## src/rtl/pc_ifid_pipe_pkg.sv

```systemverilog
// pc_ifid_pipe_pkg: shared encodings for the fetch stage and IF/ID latch.
package pc_ifid_pipe_pkg;
  typedef enum logic [1:0] {
    PCSRC_SEQ = 2'b00,
    PCSRC_BR  = 2'b01,
    PCSRC_J   = 2'b10,
    PCSRC_JR  = 2'b11
  } pcsrc_e;
  localparam logic [31:0] NOP = 32'h0;
  typedef enum logic [1:0] {WD_RUN, WD_STALL, WD_TIMEOUT} wd_state_e;
  function automatic logic [31:0] align4(input logic [31:0] a);
    return {a[31:2], 2'b00};
  endfunction
endpackage

```

## src/rtl/pc_ifid_pipe_if.sv

```systemverilog
// pc_ifid_pipe_if: control, target and status signals of the fetch stage.
interface pc_ifid_pipe_if #(parameter int CNT_W = 16);
  logic              PCWrite;
  logic              IF_ID_Write;
  logic              IF_ID_flush;
  logic [1:0]        PCSrc;
  logic [31:0]       BranchTarget;
  logic [31:0]       JumpTarget;
  logic [31:0]       JumpRegTarget;
  logic [31:0]       Instr_in;
  logic [31:0]       PC;
  logic [31:0]       IF_ID_Instr;
  logic [31:0]       IF_ID_PCPlus4;
  logic              IF_ID_Valid;
  logic [CNT_W-1:0]  StallCount;
  logic [CNT_W-1:0]  FlushCount;
  logic              StallTimeout;
  modport master (
    output PCWrite, IF_ID_Write, IF_ID_flush, PCSrc, BranchTarget, JumpTarget, JumpRegTarget, Instr_in,
    input  PC, IF_ID_Instr, IF_ID_PCPlus4, IF_ID_Valid, StallCount, FlushCount, StallTimeout
  );
  modport slave (
    input  PCWrite, IF_ID_Write, IF_ID_flush, PCSrc, BranchTarget, JumpTarget, JumpRegTarget, Instr_in,
    output PC, IF_ID_Instr, IF_ID_PCPlus4, IF_ID_Valid, StallCount, FlushCount, StallTimeout
  );
endinterface

```

## src/rtl/pc_ifid_pipe_sat_counter.sv

```systemverilog
// sat_counter: saturating up-counter with synchronous clear.
module sat_counter #(parameter int W = 16) (
  input  logic         clk,
  input  logic         rst,
  input  logic         clr_i,
  input  logic         inc_i,
  output logic [W-1:0] q_o
);
  logic [W-1:0] q_q, q_d;
  always_comb q_d = clr_i ? '0 : (inc_i && !(&q_q)) ? q_q + W'(1) : q_q;
  always_ff @(posedge clk or posedge rst)
    if (rst) q_q <= '0;
    else q_q <= q_d;
  assign q_o = q_q;
endmodule

```

## src/rtl/pc_ifid_pipe.sv

```systemverilog
// pc_ifid_pipe: PC register, IF/ID latch, stall/flush counters and stall watchdog.
module pc_ifid_pipe
  import pc_ifid_pipe_pkg::*;
#(
  parameter logic [31:0] RESET_PC    = 32'h0000_0000,
  parameter int          STALL_LIMIT = 8,
  parameter int          CNT_W       = 16
) (
  input logic           Clk,
  input logic           Reset,
  pc_ifid_pipe_if.slave bus
);
  localparam int RW = $clog2(STALL_LIMIT + 1);
  logic [31:0] pc_q, pc_d, pc_plus4, instr_q, instr_d, pcp4_q, pcp4_d;
  logic        valid_q, valid_d, stall;
  logic [RW-1:0] run_q, run_d;
  wd_state_e   st_q, st_d;
  assign pc_plus4 = pc_q + 32'd4;
  assign stall    = !bus.PCWrite && !bus.IF_ID_Write && !bus.IF_ID_flush;
  always_comb begin
    pc_d    = !bus.PCWrite ? pc_q :
              bus.PCSrc == PCSRC_BR ? align4(bus.BranchTarget) :
              bus.PCSrc == PCSRC_J  ? align4(bus.JumpTarget) :
              bus.PCSrc == PCSRC_JR ? align4(bus.JumpRegTarget) : pc_plus4;
    instr_d = bus.IF_ID_flush ? NOP : bus.IF_ID_Write ? bus.Instr_in : instr_q;
    pcp4_d  = bus.IF_ID_flush ? 32'h0 : bus.IF_ID_Write ? pc_plus4 : pcp4_q;
    valid_d = bus.IF_ID_flush ? 1'b0 : bus.IF_ID_Write ? 1'b1 : valid_q;
  end
  // run_d is the stall run length including this cycle; the limit check uses it directly
  always_comb begin
    st_d  = st_q;
    run_d = run_q;
    if (stall && st_q != WD_TIMEOUT) begin
      run_d = (st_q == WD_RUN) ? RW'(1) : run_q + RW'(1);
      st_d  = (run_d == RW'(STALL_LIMIT)) ? WD_TIMEOUT : WD_STALL;
    end else if (st_q == WD_STALL) begin
      run_d = '0;
      st_d  = WD_RUN;
    end
  end
  always_ff @(posedge Clk or posedge Reset)
    if (Reset) begin
      pc_q    <= RESET_PC;
      instr_q <= NOP;
      pcp4_q  <= 32'h0;
      valid_q <= 1'b0;
      run_q   <= '0;
      st_q    <= WD_RUN;
    end else begin
      pc_q    <= pc_d;
      instr_q <= instr_d;
      pcp4_q  <= pcp4_d;
      valid_q <= valid_d;
      run_q   <= run_d;
      st_q    <= st_d;
    end
  sat_counter #(.W(CNT_W)) u_stall_cnt (
    .clk(Clk), .rst(Reset), .clr_i(1'b0), .inc_i(stall), .q_o(bus.StallCount)
  );
  sat_counter #(.W(CNT_W)) u_flush_cnt (
    .clk(Clk), .rst(Reset), .clr_i(1'b0), .inc_i(bus.IF_ID_flush), .q_o(bus.FlushCount)
  );
  assign bus.PC            = pc_q;
  assign bus.IF_ID_Instr   = instr_q;
  assign bus.IF_ID_PCPlus4 = pcp4_q;
  assign bus.IF_ID_Valid   = valid_q;
  assign bus.StallTimeout  = (st_q == WD_TIMEOUT);
endmodule

```

## src/flat_wrapper.sv

```systemverilog
// flat-port wrapper written by rule: the top's interface ports become plain ports
module pc_ifid_pipe_flat import pc_ifid_pipe_pkg::*;
#(
  parameter logic [31:0] RESET_PC    = 32'h0000_0000,
  parameter int          STALL_LIMIT = 8,
  parameter int          CNT_W       = 16
)
  (Clk, Reset, bus_PCWrite, bus_IF_ID_Write, bus_IF_ID_flush, bus_PCSrc, bus_BranchTarget, bus_JumpTarget, bus_JumpRegTarget, bus_Instr_in, bus_PC, bus_IF_ID_Instr, bus_IF_ID_PCPlus4, bus_IF_ID_Valid, bus_StallCount, bus_FlushCount, bus_StallTimeout);
  pc_ifid_pipe_if #(.CNT_W(CNT_W)) bus_i ();
  input logic Clk;
  input logic Reset;
  input wire logic [$bits(bus_i.PCWrite)-1:0] bus_PCWrite;
  input wire logic [$bits(bus_i.IF_ID_Write)-1:0] bus_IF_ID_Write;
  input wire logic [$bits(bus_i.IF_ID_flush)-1:0] bus_IF_ID_flush;
  input wire logic [$bits(bus_i.PCSrc)-1:0] bus_PCSrc;
  input wire logic [$bits(bus_i.BranchTarget)-1:0] bus_BranchTarget;
  input wire logic [$bits(bus_i.JumpTarget)-1:0] bus_JumpTarget;
  input wire logic [$bits(bus_i.JumpRegTarget)-1:0] bus_JumpRegTarget;
  input wire logic [$bits(bus_i.Instr_in)-1:0] bus_Instr_in;
  output wire logic [$bits(bus_i.PC)-1:0] bus_PC;
  output wire logic [$bits(bus_i.IF_ID_Instr)-1:0] bus_IF_ID_Instr;
  output wire logic [$bits(bus_i.IF_ID_PCPlus4)-1:0] bus_IF_ID_PCPlus4;
  output wire logic [$bits(bus_i.IF_ID_Valid)-1:0] bus_IF_ID_Valid;
  output wire logic [$bits(bus_i.StallCount)-1:0] bus_StallCount;
  output wire logic [$bits(bus_i.FlushCount)-1:0] bus_FlushCount;
  output wire logic [$bits(bus_i.StallTimeout)-1:0] bus_StallTimeout;
  assign bus_i.PCWrite = bus_PCWrite;
  assign bus_i.IF_ID_Write = bus_IF_ID_Write;
  assign bus_i.IF_ID_flush = bus_IF_ID_flush;
  assign bus_i.PCSrc = bus_PCSrc;
  assign bus_i.BranchTarget = bus_BranchTarget;
  assign bus_i.JumpTarget = bus_JumpTarget;
  assign bus_i.JumpRegTarget = bus_JumpRegTarget;
  assign bus_i.Instr_in = bus_Instr_in;
  assign bus_PC = bus_i.PC;
  assign bus_IF_ID_Instr = bus_i.IF_ID_Instr;
  assign bus_IF_ID_PCPlus4 = bus_i.IF_ID_PCPlus4;
  assign bus_IF_ID_Valid = bus_i.IF_ID_Valid;
  assign bus_StallCount = bus_i.StallCount;
  assign bus_FlushCount = bus_i.FlushCount;
  assign bus_StallTimeout = bus_i.StallTimeout;
  pc_ifid_pipe #(.RESET_PC(RESET_PC), .STALL_LIMIT(STALL_LIMIT), .CNT_W(CNT_W)) u_core (.Clk(Clk), .Reset(Reset), .bus(bus_i));
endmodule
```

## config.mk

```make
export PLATFORM = sky130hd
export DESIGN_NAME = pc_ifid_pipe_flat
export DESIGN_NICKNAME = d
export VERILOG_FILES = /design/src/rtl/pc_ifid_pipe_pkg.sv /design/src/rtl/pc_ifid_pipe_if.sv /design/src/rtl/pc_ifid_pipe_sat_counter.sv /design/src/rtl/pc_ifid_pipe.sv /design/src/flat_wrapper.sv
export SDC_FILE = /design/constraint.sdc
export NUM_CORES = 1
export LEC_CHECK = 0
export CORE_UTILIZATION = 49
export CTS_CLUSTER_DIAMETER = 150
export CTS_CLUSTER_SIZE = 30
export DETAILED_ROUTE_END_ITERATION = 7
export GPL_ROUTABILITY_DRIVEN = 0
export GPL_TIMING_DRIVEN = 0
export PLACE_DENSITY = 0.95
export SYNTH_ARGS = -nofsm -noshare
export SYNTH_HDL_FRONTEND = slang
export SYNTH_SLANG_ARGS = --single-unit
```

## constraint.sdc

```tcl
create_clock -name Clk -period 12.8 [get_ports Clk]
set_input_delay 2.56 -clock Clk [delete_from_list [all_inputs] [get_ports Clk]]
set_output_delay 2.56 -clock Clk [all_outputs]
set_load 0.05 [all_outputs]
```

### Word level (Yosys, flattened, before mapping)

Cells that the tools add are included.

| cells by class | value |
|---|---|
| add/subtract/negate cells | 4 |
| multiply operators | 0 |
| divide/modulo/power cells | 0 |
| order comparisons | 0 |
| equal/unequal tests | 7 |
| shift-type cells | 0 |
| mux-type cells | 15 |
| bitwise operators | 0 |
| reduce and logical (&&, ||, !) cells | 15 |

Operators by type and width:

| cell | count |
|---|---|
| $mux 32 | 7 |
| $add 16x1->16 const B | 2 |
| $add 32x3->32 const B | 1 |
| $reduce_and 16->1 | 2 |
| $mux 4 | 3 |
| $eq 2x2->1 const B | 3 |
| $mux 2 | 3 |
| $logic_and 1x1->1 | 5 |
| $logic_not 1->1 | 5 |
| $add 4x1->4 const B | 1 |
| $eq 2x1->1 const B | 2 |
| $eq 4x4->1 const B | 1 |
| $reduce_bool 2->1 | 2 |
| $logic_not 2->1 | 1 |
| $mux 1 | 2 |
| $ne 2x2->1 const B | 1 |

| word-level totals | value |
|---|---|
| flip-flop bits (word level) | 135 |
| latch bits | 0 |
| bits in writable memories | 0 |
| memory bits (read-only) | 0 |
| bits of input ports | 135 |
| output and inout port bits | 130 |
| logic and storage cells | 49 |
| memories kept | 0 |

### Longest topological paths before layout

Gate-level depths: netlist of run 1.

| logic depth | value |
|---|---|
| depth after elaboration | 5 |
| gate-level depth with buffers | 7 |
| depth with buffers taken out | 6 |

### By module

A second synthesis of run 1 with hierarchy kept.

| second synthesis, totals | value |
|---|---|
| cells, all modules | 787 |
| area, all modules | 7582.3 sq um |

Modules (own cells, without submodules):

| module | instances | cells each | area an instance (sq um) | seq. area each (sq um) |
|---|---|---|---|---|
| pc_ifid_pipe | 1 | 593 | 5748.0 | 2502.4 |
| sat_counter | 2 | 97 | 917.1 | 400.4 |

### Least setup slack after synthesis of run 1

No wires, ideal clock.

| timing | value |
|---|---|
| kind | input to register |
| from | input port bus_PCSrc[1] |
| to | register u_core.pc_q[9] (netlist: u_core.bus.PC[9]) |
| library setup time | 0.137 ns |
| data arrival time | 3.847 ns |
| data required time | 12.663 ns |
| setup slack | 8.816 ns |
| stages | 7 |
| buffers on the path | 3 |
| path through | clkbuf_1 buf_2 nor2_1 clkbuf_1 o21ai_0 a21oi_1 a21oi_1 |

| on the way | value |
|---|---|
| word-level cells in the longest chain between the ends | 4 |
| elaborated cells on any way between the ends | 6 |

RTL lines:

| element | line | RTL |
|---|---|---|
| start, declared | flat_wrapper.sv:15 | `input wire logic [$bits(bus_i.PCSrc)-1:0] bus_PCSrc;` |
| $eq 2x2->1 | pc_ifid_pipe.sv:24 | `bus.PCSrc == PCSRC_JR ? align4(bus.JumpRegTarget) : pc_plus4;` |
| $mux 32 | pc_ifid_pipe.sv:24 |  |
| $mux 32 | pc_ifid_pipe.sv:23 | `bus.PCSrc == PCSRC_J ? align4(bus.JumpTarget) :` |
| $mux 32 * | pc_ifid_pipe.sv:22 | `bus.PCSrc == PCSRC_BR ? align4(bus.BranchTarget) :` |
| end signal, assigned | pc_ifid_pipe.sv:50 | `pc_q <= pc_d;` |
| end, declared | pc_ifid_pipe.sv:14 | `logic [31:0] pc_q, pc_d, pc_plus4, instr_q, instr_d, pcp4_q, pcp4_d;` |

Mark *: on every way between the ends. The rest lies on a longest branch, timed or not.
A chain may end at the register's enable or synchronous reset.

### Worst setup path in the final report of run 1

| timing | value |
|---|---|
| from | register u_core.st_q[0] |
| to | output port bus_StallTimeout |

| on the way | value |
|---|---|
| word-level cells in the longest chain between the ends | 1 |

RTL lines:

| element | line | RTL |
|---|---|---|
| start, declared | pc_ifid_pipe.sv:17 | `wd_state_e st_q, st_d;` |
| start signal, assigned | pc_ifid_pipe.sv:55 | `st_q <= st_d;` |
| $eq 2x2->1 | pc_ifid_pipe.sv:67 | `assign bus.StallTimeout = (st_q == WD_TIMEOUT);` |
| end, declared | flat_wrapper.sv:26 | `output wire logic [$bits(bus_i.StallTimeout)-1:0] bus_StallTimeout;` |

Every way passes these cells.

==> flow_summary.toml, run 1 <==
[outcome]
outcome = "complete, no violations"

[finish]
layout.cells.most_common = "sky130_fd_sc_hd__clkdlybuf4s50_1"
post_route_cells_drive_above_1_share = 0.0634
area_growth_pct = 46.6
diodes = 0
layout_common_cells = "253 x sky130_fd_sc_hd__clkdlybuf4s50_1, 132 x sky130_fd_sc_hd__dfrtp_1, 119 x sky130_fd_sc_hd__nor2_1"
num-fill-cells = 1010
register_area_um2 = 3300
design.final.nets = 1154
multi_input_area_um2 = 3630
postLayoutCellArea_um2 = 10500

[synth]
postSynthAreaPerCell_um2 = 9.67
synth-async-reset-ratio = 1.00
synth_area_um2 = 7170
yosysUniqueCellTypes = 63
yosysWarnings = 0
ys_seq_elements = 132
synth_edf_count = 0
synth-main-ff-cell = "sky130_fd_sc_hd__dfrtp_1"
synth_sequential_area_ratio = 0.461
synthesis.instances = 741

[timing]
finalWorstSetupSlack_ns = 8.30
final-setup-viol-count = 0
relSlewSlack = 0.475
finClkSkew_ns = 0.0119
rsz0062_at_grt = "no"
maxClockFrequency_mhz = 222
finalSetupTns_ns = 0
period_utilization_post_route = 0.352
timing.final.max_slew_violations = 0
worst_pin_slew_ns = 0.787
final-hold-violation-count = 0
final.min_clock_period_ns = 4.50

[hold_path]
worstHoldPathCells = 2
min-delay-path-class = "register to register"

[power_and_ir_drop]
totalPowerFinal_mw = 1.48
power_density_nw_per_um2 = 141
power.static_leakage_nw = 4.42
power.ir.vdd_worst_v = 0.000101

[clocking]
cts-root-buf = "sky130_fd_sc_hd__clkbuf_16"
cts-root-to-sink-buffers = 2
clock_sink_count = 132
cts_inserted_buffers = 17
postCtsHoldBufs = 0
worstSkewPairLatency_ns = 0.42
cts_repair_resize_count = 0
cts_setup_buffers = 0
path_clk_slew_ns = 0.05
tritoncts = "built"
h-tree-depth = 4

[detailed_routing]
wirelength_mm = 23.7
detailedRoute.firstPassIterationCount = 7
drt-vias-per-instance = 5.96
post-route-drc-count = 0
detail_route.iter0.violations = 689
route.antenna.remaining_nets = 0
detailroute.via_count = 7192
drt-wirelength-per-cell_um = 19.7

[critical_path]
worst_setup_sp_type = "register"
path_depth = 2
maximum_fanout_along_the_worst_path = 5
capturing_element_type_of_the_critical_path = "output pin"
cp_data_required_time_ns = 10.24
worst_path_largest_cell_delay_ns = 0.86
worst-path-buf-inv = 1
ff2ff_path_depth = 6
crit_family = "buffers and inverters"
cp_data_arrival_time_ns = 1.94
crit_slowest_cell = "sky130_fd_sc_hd__clkdlybuf4s50_1"
worstSetupPathType = "register to output pin"
critical_path.cell_chain = "nor2b_1, clkdlybuf4s50_1"

[grt]
grt_usage = 0.327
gr-total-overflow = 0
grt_max_degree = 91
antenna_found_initial = 0
first_global_vias = 7048
grt_pass1_wl_mm = 36.7

[place]
detailed_place.area_um2 = 9960
io_buffer_count = 253
dpl_worst_slack_ns = 8.03
dp.final_hpwl_mm = 17.4

[floorplanning]
core_area_um2 = 14100
initial_core_util = 0.508
die_area_um2 = 15100
die_h_um = 123
io-pin-count = 265
core.rowCount = 43
die_width_um = 123

[flow_run]
timing.max_cap.violations = 0
per-layer routing:
metal | global-route usage | up-vias | wire [µm]
met2 | 0.553 | 424 | 11900
met5 | 0 | - | 0
met4 | 0.164 | 0 | 810
met1 | 0.385 | 3477 | 8980
met3 | 0.0830 | 74 | 2000
li1 | - | 3217 | -
power by group:
part           switching [mW]  internal [mW]  total (mW)
logic                   0.305          0.187       0.491
registers              0.0628          0.466       0.529
clock network           0.174          0.284       0.458
cell usage after synthesis (3+ instances only):
cell type                   count  share of area
sky130_fd_sc_hd__mux2i_1       56          0.078
sky130_fd_sc_hd__ha_1           4         0.0070
sky130_fd_sc_hd__nand3_1       29          0.020
sky130_fd_sc_hd__nor3_1         8         0.0056
sky130_fd_sc_hd__buf_4          3         0.0031
sky130_fd_sc_hd__buf_1          8         0.0042
sky130_fd_sc_hd__a31oi_1        5         0.0044
sky130_fd_sc_hd__nor2b_1        4         0.0035
sky130_fd_sc_hd__xor2_1        20          0.024
sky130_fd_sc_hd__o21ai_0       19          0.013
sky130_fd_sc_hd__and3_1        14          0.012
sky130_fd_sc_hd__nand4_1       21          0.018
sky130_fd_sc_hd__buf_2          7         0.0049
sky130_fd_sc_hd__a21oi_1       36          0.025
sky130_fd_sc_hd__a22o_1         7         0.0086
sky130_fd_sc_hd__clkbuf_1      27          0.014
sky130_fd_sc_hd__o41ai_1        7         0.0086
sky130_fd_sc_hd__o31ai_1        4         0.0042
sky130_fd_sc_hd__or3_1          6         0.0052
sky130_fd_sc_hd__a2bb2oi_1      5         0.0061
sky130_fd_sc_hd__a21o_1         4         0.0042
sky130_fd_sc_hd__nor4_1         4         0.0035
sky130_fd_sc_hd__o22ai_1        4         0.0035
sky130_fd_sc_hd__nand2b_1       5         0.0044
sky130_fd_sc_hd__nand2_1       52          0.027
sky130_fd_sc_hd__a211oi_1      24          0.025
sky130_fd_sc_hd__a31o_2         3         0.0037
sky130_fd_sc_hd__nor2_1       119          0.062
sky130_fd_sc_hd__o221ai_1       5         0.0061
sky130_fd_sc_hd__mux4_2         5          0.016
sky130_fd_sc_hd__inv_1         12         0.0063
sky130_fd_sc_hd__dfrtp_1      132           0.46
sky130_fd_sc_hd__xnor2_1       31          0.038
sky130_fd_sc_hd__mux2_2         8          0.013
worst register-to-register path, delay by kind of cell, from the launching register on:
| family | cells | cell delay (ns) |
|---|---|---|
| AO/OA/AOI/OAI | 2 | 0.52 |
| adder cells (fa/ha/maj) | 1 | 0.26 |
| flip-flops | 1 | 0.41 |
| AND/OR/NAND/NOR | 3 | 1.26 |
cells by family after synthesis:
kind of cell             synth area share
AO/OA/AOI/OAI                       0.139
XOR/XNOR                           0.0623
adder cells (fa/ha/maj)           0.00698
buffers and inverters              0.0332
flip-flops                          0.461
multiplexers                        0.106
other                            0.000523
AND/OR/NAND/NOR                     0.191
state kept, by name (all words and copies together) (netlist names):
register and flops:
u_core.bus.IF_ID_Valid 1, u_core.st_q 2, u_core.run_q 4, u_core.bus.IF_ID_PCPlus4 31, u_core.bus.PC 30, u_core.u_flush_cnt.q_o 16
u_core.bus.IF_ID_Instr 32, u_core.u_stall_cnt.q_o 16
path summary, 6_finish.rpt:
kind                                        start  slack (ns)                        end
setup / recovery                   u_core.st_q[0]        8.30           bus_StallTimeout
hold / removal             u_core.bus.IF_ID_Valid        0.49     u_core.bus.IF_ID_Valid
setup reg to reg                 u_core.bus.PC[3]       10.31          u_core.bus.PC[26]
hold reg to reg            u_core.bus.IF_ID_Valid        0.49     u_core.bus.IF_ID_Valid
max in group asynchronous                   Reset        9.49          u_core.bus.PC[18]
min in group asynchronous                   Reset        2.53  u_core.u_stall_cnt.q_o[4]
area by class of cell:
cell class / count / share of cell area
plain buffers: 45 / 0.0180
clock inverters: 5 / 0.00476
well taps: 180 / 0.0214
clock buffers: 25 / 0.0472
inverters: 13 / 0.00512
flip-flops and latches: 132 / 0.314
repair buffers: 254 / 0.244
multi-input cells: 552 / 0.345
through the flow:
| step | hold slack (ns) | cells | utilization |
|---|---|---|---|
| final | 0.490 | 1206 | 0.745 |
| after global routing | 0.524 | 1206 | 0.745 |
| after CTS | 0.494 | 1206 | 0.745 |
| after detailed placement | 0.481 | 1176 | 0.707 |
| after global placement | 0.474 | 1175 | 0.704 |
| after floorplan | 0.469 | 742 | - |
(Power assumes the default switching activity.)
==> inputs of run 2 (changes only) <==
--- a/config.mk
+++ b/config.mk
@@ -5,13 +5,13 @@
 export SDC_FILE = /design/constraint.sdc
 export NUM_CORES = 1
 export LEC_CHECK = 0
-export CORE_UTILIZATION = 49
+export CORE_UTILIZATION = 45
 export CTS_CLUSTER_DIAMETER = 150
 export CTS_CLUSTER_SIZE = 30
 export DETAILED_ROUTE_END_ITERATION = 7
 export GPL_ROUTABILITY_DRIVEN = 0
 export GPL_TIMING_DRIVEN = 0
-export PLACE_DENSITY = 0.95
+export PLACE_DENSITY = 0.92
 export SYNTH_ARGS = -nofsm -noshare
 export SYNTH_HDL_FRONTEND = slang
 export SYNTH_SLANG_ARGS = --single-unit
==> constraint.sdc (replaced) <==
create_clock -name Clk -period 4.22 [get_ports Clk]
set_input_delay 0.844 -clock Clk [delete_from_list [all_inputs] [get_ports Clk]]
set_output_delay 0.844 -clock Clk [all_outputs]
set_load 0.05 [all_outputs]
==> flow_summary.toml, run 2 (synthesis results as in run 1) <==
[power_and_ir_drop]
switching_share = 0.362
power.share.sequential = 0.352
combinationalPowerShare = 0.328
power_frac_clock = 0.321
total_switching_power_mw = 1.65
p_int_mw = 2.90
power_density_nw_per_um2 = 429
power.static_leakage_nw = 4.45
power.ir.vdd_worst_v = 0.000286

[grt]
first_global_vias = 7057
grt_max_degree = 44
gr-total-overflow = 0
grt_usage = 0.294
grt_util_met1 = 0.348
grt_busiest_layer = "met2"
grt_pass1_wl_mm = 36.8
antenna_found_initial = 0
global_routing_met2_resource_utilization = 0.500
grt.met3_usage = 0.0664

[flow_run]
timing.max_cap.violations = 0

[detailed_routing]
route.antenna.remaining_nets = 0
detail_route.iter0.violations = 623
wirelength_mm = 23.6
drt-vias-per-instance = 5.75
detailedRoute.firstPassIterationCount = 6
detailroute.via_count = 7136
post-route-drc-count = 0
drt-wirelength-per-cell_um = 19.1

[critical_path]
worst_setup_sp_type = "register"
rrSetupSlack_ns = 1.78
capturing_element_type_of_the_critical_path = "output pin"
crit_slowest_cell = "sky130_fd_sc_hd__clkdlybuf4s50_1"
maximum_fanout_along_the_worst_path = 5
cp_data_arrival_time_ns = 1.97
worst_path_largest_cell_delay_ns = 0.86
worstSetupPathType = "register to output pin"
reg2reg_from = "u_core.bus.PC[3]"
critical_path.cell_chain = "nor2b_1, clkdlybuf4s50_1"
reg2reg_to = "u_core.bus.IF_ID_PCPlus4[20]"
ff2ff_path_depth = 6
cp_data_required_time_ns = 3.38

[finish]
finish.utilization = 0.691
largest_register_ffs = 32
post_route_cells_drive_above_1_share = 0.0700
diodes = 0
area_growth_pct = 48.1
layout.cells.most_common = "sky130_fd_sc_hd__clkdlybuf4s50_1"
postLayoutCellArea_um2 = 10600
layout_common_cells = "253 x sky130_fd_sc_hd__clkdlybuf4s50_1, 132 x sky130_fd_sc_hd__dfrtp_1, 119 x sky130_fd_sc_hd__nor2_1"
design.final.nets = 1156

[floorplanning]
io-pin-count = 265
initial_core_util = 0.466
die_h_um = 128
core_area_um2 = 15400
core.rowCount = 45
die_width_um = 128
die_area_um2 = 16400

[clocking]
cts-root-to-sink-buffers = 2
cts_repair_resize_count = 0
h-tree-depth = 4
path_clk_slew_ns = 0.06
worstSkewPairLatency_ns = 0.42
cts-root-buf = "sky130_fd_sc_hd__clkbuf_16"
postCtsHoldBufs = 0
cts_inserted_buffers = 17
clock_sink_count = 132
tritoncts = "built"
cts_setup_buffers = 0

[place]
detailed_place.area_um2 = 10000
io_buffer_count = 253
dp.final_hpwl_mm = 17.5

[timing]
finalSetupTns_ns = 0
finClkSkew_ns = 0.00726
timing.final.max_slew_violations = 0
final-hold-violation-count = 0
final-setup-viol-count = 0
maxClockFrequency_mhz = 355
final.min_clock_period_ns = 2.82
worst_pin_slew_ns = 0.888
rsz0062_at_grt = "no"
relSlewSlack = 0.408
period_utilization_post_route = 0.668

[outcome]
outcome = "complete, no violations"

[hold_path]
worstHoldPathCells = 1
min-delay-path-class = "register to register"
whs_endpoint = "u_core.u_flush_cnt.q_o[15]"
min-delay-start = "u_core.u_flush_cnt.q_o[15]"
## run 2: power groups by stage
stage               registers (mW)  clock network (mW)  logic [mW]
floorplan                     2.08                   0       0.431
global placement              1.61                   0        1.46
detailed placement            1.61                   0        1.49
CTS                           1.59                1.47        1.49
global route                  1.62                1.52        1.57
finish                        1.60                1.46        1.49
## run 2: critical path: cells and delay by family, from the launching register on
family	cells	cell delay [ns]
simple gates	1	0.28
flops	1	0.42
buf+inv	1	0.86
## run 2: layout make-up
| cell class | count | area (µm²) |
|---|---|---|
| Timing Repair Buffer | 256 | 2590 |
| Multi-Input combinational cell | 552 | 3630 |
| Buffer | 45 | 189 |
| Fill cell | 1179 | 4750 |
| Inverter | 13 | 52.6 |
| Clock inverter | 10 | 105 |
| Tap cell | 211 | 264 |
| Clock buffer | 21 | 480 |
| Sequential cell | 132 | 3300 |
## run 2: worst max-delay path by stage
stage / startpoint / endpoint / slack, ns / depth (start not counted)
2_1_floorplan: Reset / u_core.bus.IF_ID_Instr[0] / 1.74 / 1
3_3_place_gp: Reset / u_core.bus.IF_ID_Instr[23] / 0.53 / 2
3_5_place_dp: bus_IF_ID_Write / u_core.bus.IF_ID_PCPlus4[11] / 1.07 / 5
4_1_cts: u_core.st_q[1] / bus_StallTimeout / 1.41 / 2
5_1_grt: u_core.st_q[1] / bus_StallTimeout / 1.34 / 2
6_report: u_core.st_q[1] / bus_StallTimeout / 1.40 / 2
## run 2: metal layers
metal  vias up  part of all wire
met3        81             0.089
met4         0             0.037
met5         -                 0
met1      3410              0.38
met2       430              0.49
li1       3215                 -
## run 2: metrics by stage
stage,hold slack (ns),total power [mW],cells,worst slack [ns]
after floorplan,0.469,2.51,742,1.74
after global placement,0.474,3.06,1206,0.530
after detailed placement,0.496,3.10,1209,1.07
after CTS,0.504,4.56,1240,1.41
after global routing,0.510,4.71,1240,1.34
final,0.500,4.55,1240,1.40
==> inputs of run 3 (changes only) <==
==> constraint.sdc (replaced) <==
create_clock -name Clk -period 2.7 [get_ports Clk]
set_input_delay 0.54 -clock Clk [delete_from_list [all_inputs] [get_ports Clk]]
set_output_delay 0.54 -clock Clk [all_outputs]
set_load 0.05 [all_outputs]
==> results of run 3 <==
The final DEF is identical to that of run 2. Status: complete, no violations.
Among the figures that moved: setup slack after placement 1.07 ns -> -0.145 ns; setup slack after layout 1.40 ns -> 0.186 ns; hold slack 0.500 ns -> 0.439 ns; register-to-register setup slack 1.78 ns -> 0.26 ns; total power 4.55 mW -> 7.11 mW; worst IR drop on VDD 0.000286 V -> 0.000447 V
